File: src/rtl/interlaken_rx_pkg.sv
// interlaken_rx_pkg
//   Shared definitions for the Interlaken RX lane word-lock logic:
//   lock FSM state encoding, 64b/67b sync header codes, default
//   lock/monitor thresholds and a header validity helper.
package interlaken_rx_pkg;

    typedef enum logic [1:0] {
        ST_HUNT = 2'd0,
        ST_SLIP = 2'd1,
        ST_WAIT = 2'd2,
        ST_LOCK = 2'd3
    } lock_state_e;

    localparam logic [1:0] SH_DATA = 2'b01;
    localparam logic [1:0] SH_CTRL = 2'b10;

    localparam int DEF_LOCK_CNT   = 64;
    localparam int DEF_WINDOW_CNT = 64;
    localparam int DEF_UNLOCK_CNT = 16;
    localparam int DEF_SLIP_WAIT  = 32;

    function automatic logic sh_valid(input logic [1:0] sh);
        return (sh == SH_DATA) || (sh == SH_CTRL);
    endfunction

endpackage

File: src/rtl/sat_counter.sv
// sat_counter
//   16-bit saturating event counter with synchronous clear.
//   Ports:
//     clk  in   clock
//     clr  in   synchronous clear, wins over inc
//     inc  in   count one event this cycle
//     cnt  out  current count, holds at 16'hFFFF
module sat_counter (
    input  logic        clk,
    input  logic        clr,
    input  logic        inc,
    output logic [15:0] cnt
);

    logic [15:0] cnt_d;
    logic [15:0] cnt_q;

    always_comb begin
        cnt_d = cnt_q;
        if (inc && (cnt_q != 16'hFFFF)) begin
            cnt_d = cnt_q + 16'd1;
        end
    end

    always_ff @(posedge clk) begin
        if (clr) begin
            cnt_q <= '0;
        end else begin
            cnt_q <= cnt_d;
        end
    end

    assign cnt = cnt_q;

endmodule

File: src/rtl/interlaken_word_lock_ctrl.sv
// interlaken_word_lock_ctrl
//   Word-boundary lock controller for the Interlaken RX lane. Checks the
//   sync header of every strobed word from the gearbox, requests bit slips
//   until headers are consistently valid, declares lock, and drops lock
//   when too many bad headers appear within a monitoring window.
//   Ports:
//     USER_CLK         in   clock
//     RESET            in   synchronous active-high reset
//     DATA_IN[66:0]    in   gearbox word, [65:64] sync header, [66] unchecked
//     DATA_VALID       in   DATA_IN carries a new word
//     SLIP             out  one-cycle bit-slip request to the gearbox
//     LOCKED           out  word boundary locked
//     SLIP_COUNT       out  saturating count of SLIP pulses
//     LOCK_LOSS_COUNT  out  saturating count of lock losses
//   Macro INTERLAKEN_WORD_LOCK_STATS_EN builds the two statistics counters;
//   without it both statistics outputs read zero.
//
//   state | meaning
//   HUNT  | counting consecutive valid headers towards lock
//   SLIP  | single-cycle slip request, lock counters cleared
//   WAIT  | gearbox re-aligning, words ignored for SLIP_WAIT cycles
//   LOCK  | locked, bad headers counted per window
module interlaken_word_lock_ctrl
    import interlaken_rx_pkg::*;
#(
    parameter int LOCK_CNT   = DEF_LOCK_CNT,
    parameter int WINDOW_CNT = DEF_WINDOW_CNT,
    parameter int UNLOCK_CNT = DEF_UNLOCK_CNT,
    parameter int SLIP_WAIT  = DEF_SLIP_WAIT
) (
    input  logic        USER_CLK,
    input  logic        RESET,
    input  logic [66:0] DATA_IN,
    input  logic        DATA_VALID,
    output logic        SLIP,
    output logic        LOCKED,
    output logic [15:0] SLIP_COUNT,
    output logic [15:0] LOCK_LOSS_COUNT
);

    localparam int GW = $clog2(LOCK_CNT + 1);
    localparam int WW = $clog2(WINDOW_CNT + 1);
    localparam int BW = $clog2(UNLOCK_CNT + 1);
    localparam int TW = $clog2(SLIP_WAIT + 1);

    // Compare against the value before the final increment so the
    // terminal word itself triggers the transition.
    localparam logic [GW-1:0] GOOD_LAST = GW'(LOCK_CNT - 1);
    localparam logic [WW-1:0] WIN_LAST  = WW'(WINDOW_CNT - 1);
    localparam logic [BW-1:0] BAD_LAST  = BW'(UNLOCK_CNT - 1);
    localparam logic [TW-1:0] WAIT_LOAD = TW'(SLIP_WAIT - 1);

    lock_state_e   state_d, state_q;
    logic [GW-1:0] good_cnt_d, good_cnt_q;
    logic [WW-1:0] win_cnt_d, win_cnt_q;
    logic [BW-1:0] bad_cnt_d, bad_cnt_q;
    logic [TW-1:0] wait_cnt_d, wait_cnt_q;
    logic          slip_d, slip_q;
    logic          locked_d, locked_q;
    logic          hdr_ok;
    logic          unused_data;

    assign hdr_ok      = sh_valid(DATA_IN[65:64]);
    assign unused_data = ^{DATA_IN[66], DATA_IN[63:0]};

    always_comb begin
        state_d    = state_q;
        good_cnt_d = good_cnt_q;
        win_cnt_d  = win_cnt_q;
        bad_cnt_d  = bad_cnt_q;
        wait_cnt_d = wait_cnt_q;
        case (state_q)
            ST_HUNT: begin
                if (DATA_VALID) begin
                    if (!hdr_ok) begin
                        state_d    = ST_SLIP;
                        good_cnt_d = '0;
                    end else if (good_cnt_q == GOOD_LAST) begin
                        state_d    = ST_LOCK;
                        good_cnt_d = '0;
                        win_cnt_d  = '0;
                        bad_cnt_d  = '0;
                    end else begin
                        good_cnt_d = good_cnt_q + GW'(1);
                    end
                end
            end
            ST_SLIP: begin
                state_d    = ST_WAIT;
                good_cnt_d = '0;
                win_cnt_d  = '0;
                bad_cnt_d  = '0;
                wait_cnt_d = WAIT_LOAD;
            end
            ST_WAIT: begin
                if (wait_cnt_q == '0) begin
                    state_d    = ST_HUNT;
                    good_cnt_d = '0;
                end else begin
                    wait_cnt_d = wait_cnt_q - TW'(1);
                end
            end
            ST_LOCK: begin
                if (DATA_VALID) begin
                    // Loss of lock is tested before the window end so a
                    // final bad word on the last window slot still unlocks.
                    if (!hdr_ok && (bad_cnt_q == BAD_LAST)) begin
                        state_d   = ST_SLIP;
                        win_cnt_d = '0;
                        bad_cnt_d = '0;
                    end else if (win_cnt_q == WIN_LAST) begin
                        win_cnt_d = '0;
                        bad_cnt_d = '0;
                    end else begin
                        win_cnt_d = win_cnt_q + WW'(1);
                        if (!hdr_ok) begin
                            bad_cnt_d = bad_cnt_q + BW'(1);
                        end
                    end
                end
            end
            default: begin
                state_d = ST_HUNT;
            end
        endcase
        slip_d   = (state_d == ST_SLIP);
        locked_d = (state_d == ST_LOCK);
    end

    always_ff @(posedge USER_CLK) begin
        if (RESET) begin
            state_q    <= ST_HUNT;
            good_cnt_q <= '0;
            win_cnt_q  <= '0;
            bad_cnt_q  <= '0;
            wait_cnt_q <= '0;
            slip_q     <= 1'b0;
            locked_q   <= 1'b0;
        end else begin
            state_q    <= state_d;
            good_cnt_q <= good_cnt_d;
            win_cnt_q  <= win_cnt_d;
            bad_cnt_q  <= bad_cnt_d;
            wait_cnt_q <= wait_cnt_d;
            slip_q     <= slip_d;
            locked_q   <= locked_d;
        end
    end

    assign SLIP   = slip_q;
    assign LOCKED = locked_q;

`ifdef INTERLAKEN_WORD_LOCK_STATS_EN
    logic slip_inc;
    logic loss_inc;

    // Counters register the same next-state decode as SLIP, so they
    // change on the same edge the pulse appears.
    assign slip_inc = slip_d;
    assign loss_inc = (state_q == ST_LOCK) && (state_d == ST_SLIP);

    sat_counter u_slip_cnt (
        .clk (USER_CLK),
        .clr (RESET),
        .inc (slip_inc),
        .cnt (SLIP_COUNT)
    );

    sat_counter u_loss_cnt (
        .clk (USER_CLK),
        .clr (RESET),
        .inc (loss_inc),
        .cnt (LOCK_LOSS_COUNT)
    );
`else
    assign SLIP_COUNT      = 16'h0000;
    assign LOCK_LOSS_COUNT = 16'h0000;
`endif

endmodule

File: config.mk
export PLATFORM = sky130hd
export DESIGN_NAME = interlaken_word_lock_ctrl
export DESIGN_NICKNAME = d
export VERILOG_FILES = /design/src/rtl/interlaken_rx_pkg.sv /design/src/rtl/sat_counter.sv /design/src/rtl/interlaken_word_lock_ctrl.sv
export SDC_FILE = /design/constraint.sdc
export NUM_CORES = 1
export LEC_CHECK = 0
export ABC_AREA = 1
export BUFFER_PORTS_ARGS = -buffer_cell sky130_fd_sc_hd__buf_2
export CELL_PAD_IN_SITES_DETAIL_PLACEMENT = 0
export CELL_PAD_IN_SITES_GLOBAL_PLACEMENT = 1
export CORE_MARGIN = 1.5
export CORE_UTILIZATION = 32
export CTS_CLUSTER_SIZE = 20
export DETAILED_ROUTE_END_ITERATION = 16
export GPL_TIMING_DRIVEN = 1
export HOLD_SLACK_MARGIN = 0.15
export PLACE_DENSITY_LB_ADDON = 0.1
export SLEW_MARGIN = 20
export SYNTH_ARGS = -nofsm -noshare
export SYNTH_HDL_FRONTEND = slang
export SYNTH_HIERARCHICAL = 1
export SYNTH_SLANG_ARGS = --single-unit
File: constraint.sdc
create_clock -name USER_CLK -period 2.4 [get_ports USER_CLK]
set_input_delay 0.12 -clock USER_CLK [delete_from_list [all_inputs] [get_ports USER_CLK]]
set_output_delay 0.12 -clock USER_CLK [all_outputs]
set_load 0.005 [all_outputs]
Yosys cells after proc, flatten, opt, wreduce, memory -nomap -nowiden

Cells that the tools add are included.

Add/subtract/negate cells: 4
Equal/unequal tests: 17
Multiplexer cells: 29
Reduce and logical (&&, ||, !) cells: 12

Operator list:

| cell                                                 | count |
|---|---|
| two-way mux 7 bit                                    | 10 |
| case mux 7 bit (3 select lines)                      | 2 |
| two-way mux 5 bit                                    | 7 |
| case mux 5 bit (3 select lines)                      | 1 |
| adder 7 x 1 -> 7 bit (second input constant)         | 2 |
| equality test 7 x 6 -> 1 bit (second input constant) | 2 |
| two-way mux 2 bit                                    | 6 |
| != test 2 bit (second input constant)                | 6 |
| case mux 6 bit (2 select lines)                      | 1 |
| equality test 2 bit (second input constant)          | 4 |
| case mux 2 bit (4 select lines)                      | 1 |
| equality test 2 x 1 -> 1 bit (second input constant) | 3 |
| logical NOT 6 bit                                    | 1 |
| two-way mux 6 bit                                    | 1 |
| AND reduction 6 bit                                  | 1 |
| nonzero test 3 bit                                   | 2 |
| subtractor 6 x 1 -> 6 bit (second input constant)    | 1 |
| adder 5 x 1 -> 5 bit (second input constant)         | 1 |
| equality test 5 x 4 -> 1 bit (second input constant) | 1 |
| AND reduction 5 bit                                  | 1 |
| != test 4 bit (second input constant)                | 1 |
| AND reduction 3 bit                                  | 1 |
| logical NOT 2 bit                                    | 1 |
| AND reduction 2 bit                                  | 1 |
| other kinds (4)                                      | 4 |

Register bits: 29
Output and inout port bits: 34
Logic and storage cells: 69

Longest topological paths before layout

Gate-level depths: netlist of the first run.

Depth after elaboration: 8
Mapped depth: 11

Worst setup path before layout of the first run

OpenSTA, ideal clock, no wires.

Kind: reg-to-reg
From: register state_q[1]
To: register win_cnt_q[5]
Arrival: 1397 ps
Setup slack: 891 ps
Stages on the path, launching flop included: 11
Period minus slack after synthesis: 1509 ps
Cells stage by stage: dfxtp_1 -> inv_1 -> ha_1 -> inv_1 -> nor2_2 -> nor3_2 -> nand2_2 -> clkinv_2 -> nand2_1 -> nor2_1 -> nor2_1

Cells in the longest elaborated chain, start to end: 3
Elaborated cells between the ends (all ways): 10
Classes of those cells: eq/ne (6); mux (1); reduce/logical (3)

Ends and longest elaborated chain:

| element                                                              | line                             | text |
|---|---|---|
| start: declaration                                                   | interlaken_word_lock_ctrl.sv:53  | `lock_state_e state_d, state_q;` |
| start signal: assignment                                             | interlaken_word_lock_ctrl.sv:140 | `state_q <= state_d;` |
| equality test 2 bit, or another cell as far along                    | interlaken_word_lock_ctrl.sv:72  | `case (state_q)` |
| != test 2 bit (no line) / nonzero test 3 bit (equally long branches) | --                               |  |
| AND reduction 5 bit (no line)                                        | --                               |  |
| end signal: assignment                                               | interlaken_word_lock_ctrl.sv:142 | `win_cnt_q <= win_cnt_d;` |
| end: declaration                                                     | interlaken_word_lock_ctrl.sv:55  | `logic [WW-1:0] win_cnt_d, win_cnt_q;` |

Parallel ways exist; a longest one is shown, timed or not.
A chain may end at the register's enable or synchronous reset.

Final worst setup path of the first run

Same ends and word-level chain as after synthesis.

==> results of run 1 <==
-- layout by cell type (no fill, tap or decap) --
cell	synthesis	final
or2_2	3	3
o21a_1	1	1
o22ai_1	1	1
nand3_2	2	2
a22oi_1	1	1
ha_1	10	10
or2_0	1	1
nor3b_2	1	1
nand2_1	62	62
o21bai_2	1	1
nor3_1	2	2
nand4_1	2	2
clkbuf_8	0	7
nor2_1	42	42
nor2_4	1	1
o21ai_0	9	9
nor2_2	3	3
clkinv_2	1	2
inv_2	3	3
conb_1	1	32
buf_2	0	6
nand3_1	15	15
o21bai_1	2	2
nand2_2	5	5
inv_1	36	36
dfxtp_1	29	29
o21ai_1	3	3
xor2_1	2	2
and2_1	1	1
nor3_2	1	1
a21oi_1	16	16
-- worst paths after layout --
path / startpoint / endpoint / slack (ns) / cells after the start
worst max-delay path: state_q[1]$_SDFF_PP0_ / win_cnt_q[5]$_SDFFE_PP0P_ / 0.59 / 10
worst min-delay path: RESET / bad_cnt_q[1]$_SDFFE_PP0P_ / 0.19 / 2
worst min register to register: good_cnt_q[6]$_SDFFE_PP0P_ / good_cnt_q[6]$_SDFFE_PP0P_ / 0.45 / 2
worst max register to register: state_q[1]$_SDFF_PP0_ / win_cnt_q[5]$_SDFFE_PP0P_ / 0.59 / 10
-- final cells by class --
type                    instances  area [um^2]
multi-input cells             219         1070
clock inverters                 1         5.00
fillers                       684         3890
repair buffers                  6         30.0
inverters                      40          151
flip-flops and latches         29          581
clock buffers                   7         96.3
well taps                      75         93.8
-- state kept, by name (all words and copies together) (netlist names) --
| register | cells |
|---|---|
| good_cnt_q | 7 |
| win_cnt_q | 7 |
| wait_cnt_q | 6 |
| bad_cnt_q | 5 |
| state_q | 2 |
| LOCKED | 1 |
| SLIP | 1 |
-- worst max-delay path, delay by kind of cell (launching register included) --
| family | cells | cell delay (ns) |
|---|---|---|
| simple gates | 6 | 0.71 |
| flops | 1 | 0.40 |
| buf+inv | 3 | 0.32 |
| fa+ha+maj | 1 | 0.28 |
-- through the flow --
stage	utilization, %	total power [mW]	hold WS [ns]	worst slack, ns	cell area, um^2
floorplan	-	1.13	0.275	0.891	2070
finish	34.3	1.63	0.192	0.588	2030
CTS	34.3	1.66	0.187	0.528	2030
detailed placement	32.6	1.19	0.439	0.546	1930
global placement	32.6	1.20	0.434	0.513	1930
global route	34.3	1.79	0.206	0.360	2030
-- report_power, final --
group	internal (mW)	leakage (nW)	switching [mW]	total, mW
combinational	0.197	0.710	0.360	0.557
clock	0.259	0.0542	0.197	0.457
sequential	0.558	0.236	0.0623	0.620
-- layer usage --
layer | routed length [um] | part of all wire (%) | vias up
met5 | 0 | 0 | -
met4 | 54 | 1.4 | 0
met3 | 112 | 3.0 | 5
met2 | 1710 | 45 | 20
met1 | 1880 | 50 | 689
li1 | - | - | 857
-- logic make-up (layout without fill, tap and decap cells) --
kind of cell             Yosys count  in the layout
flip-flops                        29             29
AO/OA/AOI/OAI                     34             34
XOR/XNOR                           2              2
buffers and inverters             75             54
AND/OR/NAND/NOR                  141            141
adder cells (fa/ha/maj)           10             10
other                              1             32
==> flow_summary.ini, run 1 <==
[outcome]
outcome = completed

[floorplan]
die_w_um = 81.1
core_area_um2 = 5920
ioPinCount = 104
die_area_um2 = 6580
start_util_pct = 33.0
die-height_um = 81.1
fp-row-count = 28

[placed_design]
dp_hpwl_um = 2830
dp_cells = 369
place.gp.congestion = 0.751
port-buffer-count = 6

[synthesis]
postSynthCellCount = 292
yosys-top-cells-area = dfxtp_1 (30%), buf_4 (13%), nand2_1 (12%), nor2_1 (8.1%), inv_1 (6.9%)
synth_edf_count = 0
synth_cell_types = 32
ys_ff_latch = 29
synth_area_leader_cell = dfxtp_1
synth_top_family_by_area = simple AND/OR/NAND/NOR gates
yosysMostFrequentCell = nand2_1
synth_xor_area_share_pct = 0.897
synth_area_um2 = 1950
yosysWarningCount = 6
synth-simple-area-share_pct = 31.9
synth_compound_area_share_pct = 9.62
ys_top_cells_by_count = nand2_1 (62), nor2_1 (42), inv_1 (36)
async_reset_ff_share_pct = 0
synth_fa_ha_area_share_pct = 6.41
synthMuxAreaShare_pct = 0
ys_seq_area_share_pct = 29.7
synth-main-ff-cell = dfxtp_1
yosys.area.top_type_share_pct = 29.7
avgSynthCellArea_um2 = 6.68

[timing]
finClkSkew_ns = 0.00200
tns_ns = 0
rsz0062_at_grt = false
setup_viol = 0
max_freq_ghz = 0.552
fin_crit_sh_pct = 75.5
fin_crit_ns = 1.81
report.final.slew_viol_count = 0
hold_violations = 0

[grt]
first_global_vias = 1428
grt_usage_pct = 12.8
grt_max_degree = 14
grt_pass1_wl_um = 6440
met3_usage_pct = 3.71
use_met1_pct = 16.6
grtUsageMet2_pct = 20.4
antenna_found_initial = 0
grt.overflow.total = 0
top_usage_layer = met2

[detailed_routing]
drt_iter0_markers = 58
firstDrtPassIters = 4
drt-total-wl_um = 3750
routed_via_density = 4.17
post-route-drc-count = 0
wire_per_inst_um = 9.94
num_vias = 1571
ant_nets = 0

[clock_network]
h-tree-depth = 2
numClockSinks = 29
cts_tree = built
clock_insertion_delay_worst_skew_ns = 0.28
clkTransAtPathRegs_ns = 0.07
clock_path_buffers = 2
postCtsSetupBuffers = 0
root_buffer = clkbuf_8
cts_resized = 0
cts_buffers = 5
holdBufCountCts = 0

[worst_setup_path]
worst_setup_path_start_kind = flip-flop
worstSetupPathType = flip-flop to flip-flop
crit_chain = inv_1 -> ha_1 -> inv_1 -> nor2_2 -> nor3_2 -> nand2_2 -> clkinv_2 -> nand2_1 -> nor2_1 -> nor2_1
slowest_delay_ns = 0.40
end_kind = flip-flop
crit_arrival_ns = 1.99
crit_slowest_cell = dfxtp_1
critPathMaxFanout = 7
critPathRequiredTime_ns = 2.58

[layout]
fin_nets = 381
diodes = 0
drive_above_1_share_pct = 11.6
syn_to_final_growth_pct = 4.04
layoutNonFillerInstCount = 377

[pwr]
vdd_drop_max_uv = 353
pwr_density_cell_nw_per_um2 = 805
p_leak_nw = 1.00

[flow_run]
maxCapViolations = 0

[min_path]
min_path_type = input port to flip-flop
No activity file was read; power rests on OpenSTA's default activity.
==> run 2, diff against run 1 <==
Settings changed: ABC_AREA 1 to 0, CORE_UTILIZATION 32 to 30.
Clock period 2.4 ns to 1.8 ns, I/O delays scaled along.
==> run 2 against run 1 <==
The run now ends with setup timing left. Maximum frequency up 0.18%. Clock-buffer cell count unchanged. Clock skew up 0.0051 ns. Flip-flop and latch count unchanged. Register-to-register slack worse by 0.60 ns. First-iteration DRC count unchanged. Synthesized cell count down 23%. Critical path depth down 3. Power up 5.6%. Hold slack better by 0.068 ns. Setup slack worse by 0.60 ns. Clock power up 55%. Critical path type unchanged. Largest cell class unchanged.
==> flow_summary.ini, run 2 <==
[timing]
fin_crit_sh_pct = 100
hold_violations = 0
finClkSkew_ns = 0.00709
worst_pin_slew_ns = 0.620
slew_headroom_pct = 58.6
finalHoldWorstSlack_ns = 0.260
max_freq_ghz = 0.553
report.final.slew_viol_count = 0
setup_viol = 1
worst_slack_ns = -0.00885
rsz0062_at_grt = true
fin_crit_ns = 1.81
tns_ns = -0.00885

[grt]
grt_pass1_wl_um = 6650
grt_usage_pct = 13.2
grt.overflow.total = 0
grt_max_degree = 34
antenna_found_initial = 0
first_global_vias = 1448

[detailed_routing]
post-route-drc-count = 0
wire_per_inst_um = 11.4
wl_met1_um = 1910
maxUsedRoutingLayer = met4
wl_met3_um = 202
firstDrtPassIters = 4
drt_iter0_markers = 58
dr_wl_met2_um = 1830
drt-total-wl_um = 3990
ant_nets = 0
num_vias = 1589
routed_via_density = 4.54

[layout]
final_core_util_pct = 39.8
mostFrequentLayoutCell = buf_4
reg_top3 = good_cnt_q: 7 flops, win_cnt_q: 7 flops, wait_cnt_q: 6 flops
diodes = 0
drive_above_1_share_pct = 30.5
fin_nets = 354
syn_to_final_growth_pct = 28.3
final_cell_mix = buf_4 (42), conb_1 (32), dfxtp_1 (25), a21oi_1 (22), inv_1 (15)
fill_cells = 625

[synthesis]
async_reset_ff_share_pct = 0
yosys.area.top_type_share_pct = 31.6
synth-main-ff-cell = dfxtp_1
synth_cell_types = 43
synth_edf_count = 0
avgSynthCellArea_um2 = 8.17
synth_area_um2 = 1840
yosysWarningCount = 6
synth_area_leader_cell = dfxtp_1
postSynthCellCount = 225
yosysMostFrequentCell = buf_4
ys_ff_latch = 29
ys_seq_area_share_pct = 31.6
yosys-top-cells-area = dfxtp_1 (32%), buf_4 (13%), ha_1 (6.8%), a21oi_1 (6.3%), inv_1 (3.5%)
ys_top_cells_by_count = buf_4 (32), dfxtp_1 (29), a21oi_1 (23)

[worst_setup_path]
r2r_start = bad_cnt_q[1]$_SDFFE_PP0P_
critPathMaxFanout = 3
end_kind = flip-flop
worstSetupPathType = flip-flop to flip-flop
rr_worst_depth = 7
r2r_slack_ns = -0.009
crit_start = bad_cnt_q[1]$_SDFFE_PP0P_
worst_setup_path_start_kind = flip-flop
crit_arrival_ns = 2.02
critPathRequiredTime_ns = 2.01
timing.rr.end = bad_cnt_q[3]$_SDFFE_PP0P_

[pwr]
power_frac_clock_pct = 41.0
pwr-share-comb_pct = 19.7
pwr_density_cell_nw_per_um2 = 732
vdd_drop_max_uv = 311
switching_share_pct = 26.0
intPower_mw = 1.28
p_leak_nw = 0.951
seq_power_share_pct = 39.3
p_sw_mw = 0.449
power_mw = 1.73

[min_path]
min_path_type = input port to flip-flop
whs_endpoint = state_q[1]$_SDFF_PP0_
hold_start = DATA_VALID
min_delay_path_depth = 4

[clock_network]
clock_path_buffers = 2
h-tree-depth = 2
cts_tree = built
clkTransAtPathRegs_ns = 0.06
holdBufCountCts = 0
clock_insertion_delay_worst_skew_ns = 0.28
numClockSinks = 29
cts_buffers = 5
root_buffer = clkbuf_8

[placed_design]
dp_hpwl_um = 2830
place.gp.congestion = 0.733
port-buffer-count = 6

[flow_run]
maxCapViolations = 0

[floorplan]
start_util_pct = 31.0
die-height_um = 81.3
die_area_um2 = 6610
ioPinCount = 104
core_area_um2 = 5920
die_w_um = 81.3
fp-row-count = 28

[outcome]
violations = setup timing
outcome = finished, violations left
run 2: cell count changes after synthesis, sizes merged, moves of 4 or more:
cell,before,now
or3,0,10
nor2,46,11
a21oi,16,24
nand2b,0,5
or2,4,0
inv,39,17
o32ai,0,5
nand3,17,8
nand3b,0,4
nand2,67,11
run 2: layout make-up:
class                           instances  area, um^2  share of cell area (%)
Multi-Input combinational cell        173        1150                    48.9
Sequential cell                        29         586                    24.8
Timing Repair Buffer                   48         345                    14.6
Tap cell                               75        93.8                    3.98
Clock buffer                            7        86.3                    3.66
Inverter                               17        63.8                    2.71
Clock inverter                          1        30.0                    1.27
run 2: worst max path at each step:
stage	cells past startpoint	end
detailed placement	7	good_cnt_q[3]$_SDFFE_PP0P_
global route	7	bad_cnt_q[3]$_SDFFE_PP0P_
floorplan	7	bad_cnt_q[3]$_SDFFE_PP0P_
finish	7	bad_cnt_q[3]$_SDFFE_PP0P_
CTS	7	bad_cnt_q[3]$_SDFFE_PP0P_
global placement	7	good_cnt_q[3]$_SDFFE_PP0P_
run 2: cells by family after synthesis:
| kind of cell | after synthesis | synth area share, % |
|---|---|---|
| simple gates | 69 | 20.8 |
| compound gates | 57 | 20.1 |
| buf+inv | 54 | 17.7 |
| flops | 29 | 31.6 |
| fa+ha+maj | 10 | 6.81 |
| xor+xnor | 5 | 2.79 |
| other cells | 1 | 0.204 |
run 2: critical path: stages, from the launching register on:
cell     delay [ns]
dfxtp_2        0.33
ha_4           0.16
and3_4         0.18
ha_4           0.17
a21oi_4        0.15
o21ai_2        0.10
or4_4          0.52
a21oi_2        0.13
run 2: metrics by stage:
stage,area (um^2),worst slack [ns],std cells
after detailed placement,2120,-0.114,336
after floorplan,2000,-0.0284,256
final,2360,-0.00885,350
after CTS,2300,-0.0112,348
after global routing,2360,-0.0865,350
after global placement,2120,-0.108,336
run 2: power groups by stage:
stage / logic (mW) / registers [mW] / clock network (mW)
CTS: 0.320 / 0.678 / 0.735
floorplan: 0.237 / 0.694 / 0
detailed placement: 0.304 / 0.692 / 0
global placement: 0.308 / 0.693 / 0
global route: 0.384 / 0.680 / 0.768
finish: 0.340 / 0.678 / 0.708
run 2: metal layers:
metal  vias to the layer above  GRT usage, %
li1                        823             -
met3                         6          4.72
met5                         -             0
met4                         0          4.14
met2                        43          20.6
met1                       717          17.0
run 2: what timing repair did:
action / CTS / global route
setup endpoints to repair: 14 / 14
buffers inserted: 4 / 2
pin swaps: 3 / 3
resized for setup: 8 / 12
==> run 3, diff against run 2 <==
Settings changed: BUFFER_PORTS_ARGS -buffer_cell sky130_fd_sc_hd__buf_2 to -buffer_cell sky130_fd_sc_hd__buf_4.
==> run 3 against run 2 <==
Non-clock buffer count up 8. Register-to-register slack got worse by 0.04 ns. Final area is 6.3% higher. Via count decreased by 0.31%. Highest routed layer unchanged. Setup slack got worse by 0.041 ns. Final cell count grew 2.3%. Critical endpoint is now bad_cnt_q[0]$_SDFFE_PP0P_. Power shrank 8.6%. The run still ends with setup timing left.
==> flow_summary.ini, run 3 (synthesized netlist as in run 2, its figures left out) <==
[worst_setup_path]
r2r_slack_ns = -0.05
critPathMaxFanout = 7
slowest_delay_ns = 0.37
crit_arrival_ns = 2.06
r2r_start = state_q[0]$_SDFF_PP0_
timing.rr.end = bad_cnt_q[0]$_SDFFE_PP0P_
endpoint = bad_cnt_q[0]$_SDFFE_PP0P_
crit_start = state_q[0]$_SDFF_PP0_
end_kind = flip-flop
crit_chain = inv_4 -> ha_4 -> o21ba_4 -> a211oi_4 -> o211ai_4 -> buf_6 -> or3_1 -> a21oi_1
worst_setup_path_start_kind = flip-flop
critPathRequiredTime_ns = 2.01
worstSetupPathType = flip-flop to flip-flop
rr_worst_depth = 8
crit_slowest_cell = dfxtp_4

[layout]
multi_input_area_um2 = 1220
seq_area_um2 = 592
syn_to_final_growth_pct = 36.4
layoutNonFillerInstCount = 358
fill_cells = 612
final_cell_mix = buf_4 (51), conb_1 (32), dfxtp_1 (24), a21oi_1 (19), inv_1 (14)
fin_nets = 362
mostFrequentLayoutCell = buf_4
drive_above_1_share_pct = 35.0
reg_top3 = good_cnt_q: 7 flops, win_cnt_q: 7 flops, wait_cnt_q: 6 flops
final_core_util_pct = 42.4
diodes = 0

[detailed_routing]
ant_nets = 0
post-route-drc-count = 0
firstDrtPassIters = 4
drt_iter0_markers = 26
wire_per_inst_um = 11.3
drt-total-wl_um = 4060
num_vias = 1584
routed_via_density = 4.42

[clock_network]
h-tree-depth = 2
cts_buffers = 5
cts_tree = built
numClockSinks = 29
clock_path_buffers = 2
clock_insertion_delay_worst_skew_ns = 0.28
holdBufCountCts = 0
root_buffer = clkbuf_8
clkTransAtPathRegs_ns = 0.06

[grt]
antenna_found_initial = 0
grt_max_degree = 34
grt_usage_pct = 13.5
grt_pass1_wl_um = 6780
first_global_vias = 1530
grt.overflow.total = 0

[timing]
worst_slack_ns = -0.0497
worst_pin_slew_ns = 0.603
report.final.slew_viol_count = 0
slew_headroom_pct = 59.6
fin_crit_sh_pct = 103
tns_ns = -0.173
finClkSkew_ns = 0.00610
max_freq_ghz = 0.541
setup_viol = 4
rsz0062_at_grt = true
hold_violations = 0
fin_crit_ns = 1.85

[min_path]
min_path_type = input port to flip-flop

[outcome]
outcome = finished, violations left
violations = setup timing

[placed_design]
port-buffer-count = 6
dp_cells = 337
place.gp.congestion = 0.742
dp_hpwl_um = 2880

[floorplan]
ioPinCount = 104
die-height_um = 81.3
start_util_pct = 31.0
die_w_um = 81.3
die_area_um2 = 6610
fp-row-count = 28
core_area_um2 = 5920

[pwr]
p_leak_nw = 1.01
pwr_density_cell_nw_per_um2 = 629
vdd_drop_max_uv = 328

[flow_run]
maxCapViolations = 0
==> run 3: layout make-up <==
| cell class | instances | share of cell area [%] |
|---|---|---|
| Multi-Input combinational cell | 173 | 48.9 |
| Tap cell | 75 | 3.74 |
| Timing Repair Buffer | 56 | 17.9 |
| Clock buffer | 8 | 3.19 |
| Inverter | 17 | 2.74 |
| Sequential cell | 29 | 23.6 |
==> run 3: where the power goes <==
part / total, mW / leakage [nW] / internal [mW] / switching [mW]
logic: 0.379 / 0.733 / 0.193 / 0.186
clock network: 0.516 / 0.0395 / 0.274 / 0.242
registers: 0.682 / 0.238 / 0.664 / 0.0179
total: 1.58 / 1.01 / 1.13 / 0.446
==> run 3: worst min path at each step <==
stage	from	endpoint	slack (ns)	cells after the start
6_report	RESET	state_q[1]$_SDFF_PP0_	0.20	2
5_1_grt	RESET	good_cnt_q[1]$_SDFFE_PP0P_	0.23	2
4_1_cts	RESET	state_q[1]$_SDFF_PP0_	0.21	2
3_5_place_dp	win_cnt_q[6]$_SDFFE_PP0P_	win_cnt_q[6]$_SDFFE_PP0P_	0.44	2
3_3_place_gp	bad_cnt_q[4]$_SDFFE_PP0P_	bad_cnt_q[4]$_SDFFE_PP0P_	0.44	2
2_1_floorplan	RESET	state_q[0]$_SDFF_PP0_	0.26	2
==> run 3: worst max-delay path, delay by kind of cell (launching register included) <==
kind	cells	cell delay, ns
compound gates	4	0.74
fa+ha+maj	1	0.17
buf+inv	2	0.20
flops	1	0.37
simple gates	1	0.30
==> run 3: per-stage QoR <==
stage	hold slack (ns)	instance area, um^2	power, mW	setup slack, ns
global placement	0.443	2150	1.00	-0.0865
detailed placement	0.445	2150	1.00	-0.0946
global route	0.228	2510	1.69	-0.145
finish	0.197	2510	1.58	-0.0497
CTS	0.207	2290	1.54	-0.0451
floorplan	0.260	2000	0.931	-0.0284
==> run 3: timing repair <==
item,4_1_cts,5_1_grt
setup endpoints to repair,15,13
setup buffers,2,11
pin swaps,2,16
resized for setup,12,32
==> run 3: per-layer routing <==
metal	vias up	share of wire [%]	track usage (%)	wire [um]
met5	-	0	0	0
met1	706	49	16.6	2000
met4	0	1.1	4.66	46
li1	837	-	-	-
met3	4	3.8	3.71	155
met2	37	46	22.6	1850
